$ cat config.mk
export PLATFORM = sky130hd
export DESIGN_NAME = reg_alu_seq_flat
export DESIGN_NICKNAME = d
export VERILOG_FILES = /design/src/rtl/reg_alu_seq_if.sv /design/src/rtl/reg_alu_seq.sv /design/src/flat_wrapper.sv
export SDC_FILE = /design/constraint.sdc
export NUM_CORES = 1
export LEC_CHECK = 0
export CAP_MARGIN = 10
export CORE_AREA = 2 2 99 101
export CTS_BUF_LIST = sky130_fd_sc_hd__clkbuf_16
export DETAILED_ROUTE_END_ITERATION = 8
export DIE_AREA = 0 0 101 103
export PLACE_DENSITY = 0.8
export SYNTH_ARGS = -nofsm -noshare
export SYNTH_HDL_FRONTEND = slang
export SYNTH_SLANG_ARGS = --single-unit
$ cat constraint.sdc
create_clock -name clk -period 2.7 [get_ports clk]
set_input_delay 0.54 -clock clk [delete_from_list [all_inputs] [get_ports clk]]
set_output_delay 0.54 -clock clk [all_outputs]
set_load 0.01 [all_outputs]
$ cat src/rtl/reg_alu_seq_if.sv
// Instruction stream, reg_alu control and status bundle for reg_alu_seq.
// Defining REG_ALU_SEQ_ILLEGAL_TRAP_EN adds the illegal status flag.
interface reg_alu_seq_if;
    logic [15:0] instr_in;
    logic        instr_valid;
    logic        instr_ready;
    logic        wr;
    logic        s;
    logic [1:0]  operation;
    logic [2:0]  rd_addr_a;
    logic [2:0]  rd_addr_b;
    logic [2:0]  wr_addr;
    logic [15:0] d_out;
    logic        cout;
    logic        carry_flag;
    logic        busy;
    logic        halted;
    logic [15:0] retired;
`ifdef REG_ALU_SEQ_ILLEGAL_TRAP_EN
    logic        illegal;
`endif

    modport slave (
        input  instr_in, instr_valid, cout,
        output instr_ready, wr, s, operation, rd_addr_a, rd_addr_b, wr_addr,
               d_out, carry_flag, busy, halted, retired
`ifdef REG_ALU_SEQ_ILLEGAL_TRAP_EN
        , output illegal
`endif
    );

    modport master (
        output instr_in, instr_valid, cout,
        input  instr_ready, wr, s, operation, rd_addr_a, rd_addr_b, wr_addr,
               d_out, carry_flag, busy, halted, retired
`ifdef REG_ALU_SEQ_ILLEGAL_TRAP_EN
        , input illegal
`endif
    );
endinterface

$ cat src/rtl/reg_alu_seq.sv
// Instruction FIFO plus multi-cycle decode FSM driving the reg_alu datapath.
// Optional REG_ALU_SEQ_ILLEGAL_TRAP_EN: illegal opcodes halt and raise illegal.
module reg_alu_seq #(
    parameter int FIFO_DEPTH = 4
) (
    input  logic         clk,
    input  logic         reset,
    reg_alu_seq_if.slave bus
);
    localparam int PTR_W = $clog2(FIFO_DEPTH);

    typedef enum logic [2:0] {
        S_FETCH, S_DECODE, S_IMM, S_LDW, S_EXEC, S_WB, S_HALTED
    } state_e;

    localparam logic [2:0] OPC_NOP  = 3'b000;
    localparam logic [2:0] OPC_LDI  = 3'b001;
    localparam logic [2:0] OPC_ALU  = 3'b010;
    localparam logic [2:0] OPC_HALT = 3'b011;

    state_e         state_q, state_d;
    logic [15:0]    ir_q, ir_d;
    logic [15:0]    imm_q, imm_d;
    logic [15:0]    retired_q, retired_d;
    logic           carry_q, carry_d;
    logic [PTR_W:0] wr_ptr_q, rd_ptr_q;
    logic [15:0]    fifo_mem [FIFO_DEPTH];
    logic [15:0]    fifo_head;
    logic           fifo_empty, fifo_full;
    logic           push, pop, retire;
    logic           unused_ir_bits;
`ifdef REG_ALU_SEQ_ILLEGAL_TRAP_EN
    logic           illegal_q, illegal_d;
`endif

    // Extra pointer MSB distinguishes full from empty when the indices match.
    assign fifo_empty = (wr_ptr_q == rd_ptr_q);
    assign fifo_full  = (wr_ptr_q[PTR_W] != rd_ptr_q[PTR_W]) &&
                        (wr_ptr_q[PTR_W-1:0] == rd_ptr_q[PTR_W-1:0]);
    assign push       = bus.instr_valid && !fifo_full;
    assign fifo_head  = fifo_mem[rd_ptr_q[PTR_W-1:0]];

    // NOTE: the storage array is deliberately not reset; validity comes from the pointers.
    always_ff @(posedge clk) begin
        if (push) begin
            fifo_mem[wr_ptr_q[PTR_W-1:0]] <= bus.instr_in;
        end
    end

    // NOTE: all state updates use non-blocking assignments so every register samples pre-edge values.
    always_ff @(posedge clk) begin
        if (reset) begin
            wr_ptr_q  <= '0;
            rd_ptr_q  <= '0;
            state_q   <= S_FETCH;
            ir_q      <= '0;
            imm_q     <= '0;
            retired_q <= '0;
            carry_q   <= 1'b0;
`ifdef REG_ALU_SEQ_ILLEGAL_TRAP_EN
            illegal_q <= 1'b0;
`endif
        end else begin
            if (push) wr_ptr_q <= wr_ptr_q + {{PTR_W{1'b0}}, 1'b1};
            if (pop)  rd_ptr_q <= rd_ptr_q + {{PTR_W{1'b0}}, 1'b1};
            state_q   <= state_d;
            ir_q      <= ir_d;
            imm_q     <= imm_d;
            retired_q <= retired_d;
            carry_q   <= carry_d;
`ifdef REG_ALU_SEQ_ILLEGAL_TRAP_EN
            illegal_q <= illegal_d;
`endif
        end
    end

    // NOTE: every output of this block gets a default first, so no path can infer a latch.
    always_comb begin
        state_d = state_q;
        ir_d    = ir_q;
        imm_d   = imm_q;
        carry_d = carry_q;
        pop     = 1'b0;
        retire  = 1'b0;
`ifdef REG_ALU_SEQ_ILLEGAL_TRAP_EN
        illegal_d = illegal_q;
`endif
        case (state_q)
            S_FETCH: begin
                if (!fifo_empty) begin
                    pop     = 1'b1;
                    ir_d    = fifo_head;
                    state_d = S_DECODE;
                end
            end
            S_DECODE: begin
                case (ir_q[15:13])
                    OPC_NOP:  begin retire = 1'b1; state_d = S_FETCH;  end
                    OPC_LDI:  state_d = S_IMM;
                    OPC_ALU:  state_d = S_EXEC;
                    OPC_HALT: begin retire = 1'b1; state_d = S_HALTED; end
                    default: begin
`ifdef REG_ALU_SEQ_ILLEGAL_TRAP_EN
                        illegal_d = 1'b1;
                        state_d   = S_HALTED;
`else
                        retire  = 1'b1;
                        state_d = S_FETCH;
`endif
                    end
                endcase
            end
            S_IMM: begin
                if (!fifo_empty) begin
                    pop     = 1'b1;
                    imm_d   = fifo_head;
                    state_d = S_LDW;
                end
            end
            S_LDW:    begin retire = 1'b1; state_d = S_FETCH; end
            S_EXEC:   state_d = S_WB;
            S_WB: begin
                carry_d = bus.cout;
                retire  = 1'b1;
                state_d = S_FETCH;
            end
            S_HALTED: state_d = S_HALTED;
            default:  state_d = S_FETCH;
        endcase
        retired_d = retired_q + {15'd0, retire};
    end

    assign bus.wr          = (state_q == S_LDW) || (state_q == S_WB);
    assign bus.s           = (state_q == S_LDW);
    assign bus.operation   = ((state_q == S_EXEC) || (state_q == S_WB)) ? ir_q[12:11] : 2'b00;
    assign bus.d_out       = (state_q == S_LDW) ? imm_q : 16'h0000;
    assign bus.wr_addr     = ir_q[10:8];
    assign bus.rd_addr_a   = ir_q[7:5];
    assign bus.rd_addr_b   = ir_q[4:2];
    assign bus.instr_ready = !fifo_full;
    assign bus.busy        = (state_q != S_FETCH) || !fifo_empty;
    assign bus.halted      = (state_q == S_HALTED);
    assign bus.carry_flag  = carry_q;
    assign bus.retired     = retired_q;
`ifdef REG_ALU_SEQ_ILLEGAL_TRAP_EN
    assign bus.illegal     = illegal_q;
`endif
    assign unused_ir_bits  = ^ir_q[1:0];
endmodule

$ cat src/flat_wrapper.sv
// flat-port wrapper written by rule: the top's interface ports become plain ports
module reg_alu_seq_flat 
#(
    parameter int FIFO_DEPTH = 4
)
  (clk, reset, bus_instr_in, bus_instr_valid, bus_cout, bus_instr_ready, bus_wr, bus_s, bus_operation, bus_rd_addr_a, bus_rd_addr_b, bus_wr_addr, bus_d_out, bus_carry_flag, bus_busy, bus_halted, bus_retired);
  reg_alu_seq_if bus_i ();
  input  logic clk;
  input  logic reset;
  input wire logic [$bits(bus_i.instr_in)-1:0] bus_instr_in;
  input wire logic [$bits(bus_i.instr_valid)-1:0] bus_instr_valid;
  input wire logic [$bits(bus_i.cout)-1:0] bus_cout;
  output wire logic [$bits(bus_i.instr_ready)-1:0] bus_instr_ready;
  output wire logic [$bits(bus_i.wr)-1:0] bus_wr;
  output wire logic [$bits(bus_i.s)-1:0] bus_s;
  output wire logic [$bits(bus_i.operation)-1:0] bus_operation;
  output wire logic [$bits(bus_i.rd_addr_a)-1:0] bus_rd_addr_a;
  output wire logic [$bits(bus_i.rd_addr_b)-1:0] bus_rd_addr_b;
  output wire logic [$bits(bus_i.wr_addr)-1:0] bus_wr_addr;
  output wire logic [$bits(bus_i.d_out)-1:0] bus_d_out;
  output wire logic [$bits(bus_i.carry_flag)-1:0] bus_carry_flag;
  output wire logic [$bits(bus_i.busy)-1:0] bus_busy;
  output wire logic [$bits(bus_i.halted)-1:0] bus_halted;
  output wire logic [$bits(bus_i.retired)-1:0] bus_retired;
  assign bus_i.instr_in = bus_instr_in;
  assign bus_i.instr_valid = bus_instr_valid;
  assign bus_i.cout = bus_cout;
  assign bus_instr_ready = bus_i.instr_ready;
  assign bus_wr = bus_i.wr;
  assign bus_s = bus_i.s;
  assign bus_operation = bus_i.operation;
  assign bus_rd_addr_a = bus_i.rd_addr_a;
  assign bus_rd_addr_b = bus_i.rd_addr_b;
  assign bus_wr_addr = bus_i.wr_addr;
  assign bus_d_out = bus_i.d_out;
  assign bus_carry_flag = bus_i.carry_flag;
  assign bus_busy = bus_i.busy;
  assign bus_halted = bus_i.halted;
  assign bus_retired = bus_i.retired;
  reg_alu_seq #(.FIFO_DEPTH(FIFO_DEPTH)) u_core (.clk(clk), .reset(reset), .bus(bus_i));
endmodule
[Word-level counts from Yosys, hierarchy flattened]
Memory sizes are Yosys's and may differ from the RTL's. A register that Yosys moved wholly into a read port is not among the register bits.
Index checks and enable logic that the tools add are counted.
Widths: inputs -> output; s select.
Word-level totals
  input port bits: 20
  bits in writable memories: 64
  memories kept: 1
  word-level logic and storage cells: 55
  bits in registers: 58
  output and inout bits: 49
Memories
  u_core.fifo_mem: words 4, bits a word 16, rd ports 1, clocked after Yosys merged registers in 1, wr ports 1, RTL line reg_alu_seq.sv:27  | logic [15:0] fifo_mem [FIFO_DEPTH];
Cells by class
  add/sub/neg operators: 3
  eq/ne operators: 14
  muxes and demuxes: 14
  reductions and logical operators: 15
  bitwise operators: 1
Operator list (count)
  $add 16x1->16: 1
  $mux 16: 1
  $pmux 3 s5: 1
  $eq 3x2->1 const B: 4
  $eq 3x3->1 const B: 3
  $pmux 3 s3: 1
  $add 3x1->3 const B: 2
  $eq 3x1->1 const B: 2
  $mux 2: 3
  $mux 3: 2
  $reduce_and 2->1: 3
  $reduce_or 2->1: 3
  $mux 1: 5
  $ne 2x2->1 const B: 2
  $eq 3x3->1: 1
  $logic_not 3->1: 1
  $logic_or 1x1->1: 3
  $reduce_bool 3->1: 1
  $eq 2x2->1: 1
  $logic_and 1x1->1: 2
  $logic_not 1->1: 2
  $pmux 1 s2: 1
  $ne 1x1->1: 1
  $not 1->1: 1

[Depth between registers and ports, before layout]
  depth in word-level cells: 6
  mapped depth: 9
  gate-level depth less buffers: 8

[Worst setup path before layout]
No wires, ideal clock.
  kind: reg2reg
  start point: register u_core.state_q[0]
  end point: register u_core.retired_q[15], in the netlist u_core.bus.retired[15]
  clock period less this slack: 2.157 ns
  buffers on the path: 2
  setup time: 0.121 ns
  data required time: 2.579 ns
  slack: 0.543 ns
  stages on the path, launching flop included: 10
  arrival time: 2.036 ns
  path through: dfxtp_1 -> clkbuf_1 -> clkbuf_1 -> nand2_1 -> a21oi_1 -> ha_1 -> nand2_1 -> nor3_1 -> nand4_1 -> mux2_2
Between the ends
  longest elaborated chain between the ends: 4
  elaborated cells between the ends (all ways): 6
  classes of those cells: add/sub (1); eq/ne (3); mux (1); reduce/logical (1)
RTL lines
  from (decl): RTL line reg_alu_seq.sv:21  | state_e state_q, state_d;
  from (signal assigned): RTL line reg_alu_seq.sv:66  | state_q <= state_d;
  $eq 3x2->1 / $eq 3x3->1 (equally long branches): RTL line reg_alu_seq.sv:88  | case (state_q)
  $reduce_or 2->1 (no line)
  $pmux 1 s2 *: RTL line reg_alu_seq.sv:88
  $add 16x1->16 *: RTL line reg_alu_seq.sv:130  | retired_d = retired_q + {15'd0, retire};
  to (signal assigned): RTL line reg_alu_seq.sv:69  | retired_q <= retired_d;
  to (decl): RTL line reg_alu_seq.sv:24  | logic [15:0] retired_q, retired_d;
Every way passes the cells marked *; elsewhere a longest branch is shown, timed or not.
A chain may end at the register's enable or synchronous reset.

[Worst setup path in the final report]
  start point: register u_core.state_q[1]
  end point: output port bus_d_out[0]
Between the ends
  longest elaborated chain between the ends: 2
RTL lines
  $eq 3x2->1: RTL line reg_alu_seq.sv:136  | assign bus.d_out = (state_q == S_LDW) ? imm_q : 16'h0000;
  $mux 16: RTL line reg_alu_seq.sv:136
  to (decl): RTL line flat_wrapper.sv:20  | output wire logic [$bits(bus_i.d_out)-1:0] bus_d_out;
No other way between the ends.

==> flow_summary_export.csv <==
group,metric,value,unit
placed_design,place_inst,532,
sta,worstMarginPinSlew,0.8421,ns
sta,skew,0.008355,ns
final_layout,layout_common_cells,"clkdlybuf4s50_1 (67), edfxtp_1 (64), dfxtp_1 (57)",
critical_path,cp_top_family,"buffers and inverters",
sta,setup_viol,0,
placed_design,place.gp.congestion,0.8458,
final_layout,drive_gt1_share,14.89,%
route,vias,3116,
route,drtPass1Iterations,5,
clocking,max-clock-path-buffers,2,
run_status,outcome,"finished, final reports clean",
floorplan,core,9459,sq um
floorplan,ios,69,
yosys,ys_warn_count,0,
yosys,postSynthAreaPerCell,13.57,sq um
clocking,ctsHoldBuffers,0,
global_route,antenna_found_initial,0,
global_route,grtUsageMet1,23.34,%
clocking,clkLatencyLatePin,0.40,ns
route,drt-initial-drc-count,108,
sta,finalCriticalPeriod,2.595,ns
route,wl_per_cell,17.60,um
floorplan,start_util,52.09,%
yosys,yosysSeqAreaShare,62.57,%
critical_path,required,2.16,ns
critical_path,path_buf_inv,2,
floorplan,die_area,10400,sq um
critical_path,arrival,2.05,ns
floorplan,die_x,101,um
yosys,synth_cells,363,
clocking,htreeDepth,4,
global_route,grt_start_max_net_pins,32,
critical_path,cpPeakStageDelay,0.54,ns
clocking,cts-root-buf,"clkbuf_16",
floorplan,rows,36,
sta,rsz0062_at_grt,"false",
yosys,synth_area,4927,sq um
clocking,tritoncts,"yes",
critical_path,path_cells,"nor2b_1 -> buf_4 -> and3_1 -> clkdlybuf4s50_1",
clocking,cts.reportedPaths.clkPinSlew,0.06,ns
global_route,grt_overflow,0,
sta,slew_headroom,43.78,%
clocking,cts_buffers,17,
critical_path,setup.worst_path.class,"register to output port",
global_route,grt_first_pass_wirelength,15.56,mm
route,drc,0,
floorplan,die_y,103,um
placed_design,numPortBuffers,68,
flow_run,drv_cap,0,
final_layout,postLayoutCoreUtil,66.75,%
yosys,synth_fp_nets,391,
sta,hold_viol,0,
worst_hold_path,hp-class,"register to register",
sta,drv_slew,0,
clocking,clock-sinks,122,
global_route,grtUsageTotal,20.32,%
yosys,synthDistinctLibCells,41,
global_route,grt_use_met2,34.87,%
final_layout,nets,465,
critical_path,setup.worst_path.end_class,"output port",
route,vias_per_cell,5.525,
route,ant_nets,0,
yosys,yosys_register_bits,122,
power,ir_drop,0.0004431,V
critical_path,slowest_stage,"clkdlybuf4s50_1",
critical_path,start_kind,"register",
final_layout,area_delta_synth_final,28.14,%
placed_design,pre_cts_slack,0.3145,ns
placed_design,dpl.hpwl,6.282,mm
global_route,use_met3,6.237,%
sta,max_freq,0.3854,GHz
global_route,grt_pass1_vias,3172,
power,p_leak,0.002275,uW
sta,setup_tns,0,ns
final_layout,final_common_cell,"clkdlybuf4s50_1",
critical_path,cp_max_fo,11,
power,p_per_area,940.4,nW/um^2
final_layout,n_antenna_cell,0,
sta,timing.final.crit_share,96.11,%
sta,layout_setup_ws,0.1051,ns
final_layout,fin_cells,564,
route,wirelength,9.929,mm
sta,hold_slack,0.4538,ns
global_route,top_usage_layer,"met2",
==> final cells by class <==
type                       count  area (sq um)
clock buffer                  17         425.4
inverter                       4         15.01
clock inverter                15         182.7
multi-input combinational    211          1690
sequential                   122          3084
fill                         664          3146
tap                          114         142.6
timing repair buffer          81         773.2
==> cells in the mapped netlist <==
cell type	count	area, sq um
a2111oi_0	1	8.760
a21bo_2	1	10.01
a21oi_1	8	40.04
a311oi_1	1	8.760
a311oi_4	1	26.28
a31o_2	1	8.760
a31oi_1	2	12.51
a31oi_2	1	12.51
and2_1	7	43.79
and3_1	18	112.6
and4_1	2	17.52
buf_1	4	15.01
buf_2	2	10.01
buf_4	9	67.56
buf_6	2	22.52
clkbuf_1	9	33.78
dfxtp_1	58	1161
edfxtp_1	64	1922
ha_1	8	100.1
inv_1	4	15.01
mux2_2	1	11.26
mux2i_1	32	320.3
mux4_2	16	360.4
nand2_1	8	30.03
nand2b_1	3	18.77
nand3_1	9	45.04
nand3b_1	1	7.510
nand4_1	6	37.54
nor2_1	50	187.7
nor2b_1	5	31.28
nor3_1	2	10.01
nor4_1	1	6.260
o21a_1	1	7.510
o21ai_0	1	5.000
o31ai_1	1	7.510
or2_2	1	6.260
or3_1	2	12.51
or3b_2	1	8.760
or4_1	1	7.510
xnor2_1	9	78.83
xor2_1	9	78.83
==> path summary, 6_finish.rpt <==
path	to	slack, ns	from	cells past startpoint
worst max register to register	u_core.bus.retired[15]	0.52	u_core.state_q[0]	7
worst max-delay path	bus_d_out[0]	0.11	u_core.state_q[1]	4
worst min register to register	u_core.bus.carry_flag	0.45	u_core.bus.carry_flag	2
worst min-delay path	u_core.bus.carry_flag	0.45	u_core.bus.carry_flag	2
==> routing by layer <==
metal	up-vias	routed length [um]	share of wire [%]
li1	1465	-	-
met1	1550	4001	40
met2	91	5310	53
met3	10	507	5.1
met4	0	110	1.1
met5	-	0	0
==> worst min-delay path, stage by stage, from the launching register on <==
cell and delay [ns]:
dfxtp_1 0.31, nand2_1 0.05, a21oi_1 0.05
==> power by group <==
group | switching, uW | leakage [uW] | internal (uW) | total, uW
sequential | 178 | 0.00106 | 2170 | 2350
combinational | 627 | 0.000930 | 665 | 1290
clock | 774 | 0.000286 | 1520 | 2300
total | 1580 | 0.00228 | 4360 | 5940
==> per-stage QoR <==
step	area [sq um]	total power [uW]
after floorplan	4927	3280
after global placement	5694	3620
after detailed placement	5694	3667
after CTS	6312	5984
after global routing	6314	6192
final	6314	5937
==> flip-flops by register name, indices dropped and copies added (netlist names), named ones only <==
name	flops
u_core.ir_q	14
u_core.state_q	3
u_core.fifo_mem	64
u_core.bus.retired	16
u_core.imm_q	16
u_core.rd_ptr_q	3
u_core.wr_ptr_q	3
u_core.bus.carry_flag	1
==> cell families (layout without fill, tap and decap cells) <==
| group | after synthesis | after routing | share of synthesized area (%) |
|---|---|---|---|
| XOR/XNOR | 18 | 18 | 3.200 |
| AND/OR/NAND/NOR | 117 | 117 | 11.83 |
| multiplexers | 49 | 49 | 14.04 |
| adder cells (fa/ha/maj) | 8 | 8 | 2.032 |
| AO/OA/AOI/OAI | 19 | 19 | 2.997 |
| buffers and inverters | 30 | 117 | 3.326 |
| flip-flops | 122 | 122 | 62.57 |
==> repair_timing <==
action                                 4_1_cts  5_1_grt
endpoints found under the hold margin        0        0
setup endpoints to repair                    4        2
pin swaps                                    0        0
setup buffers                                0        0
gates resized for setup                      2        1
(Power assumes the default switching activity.)
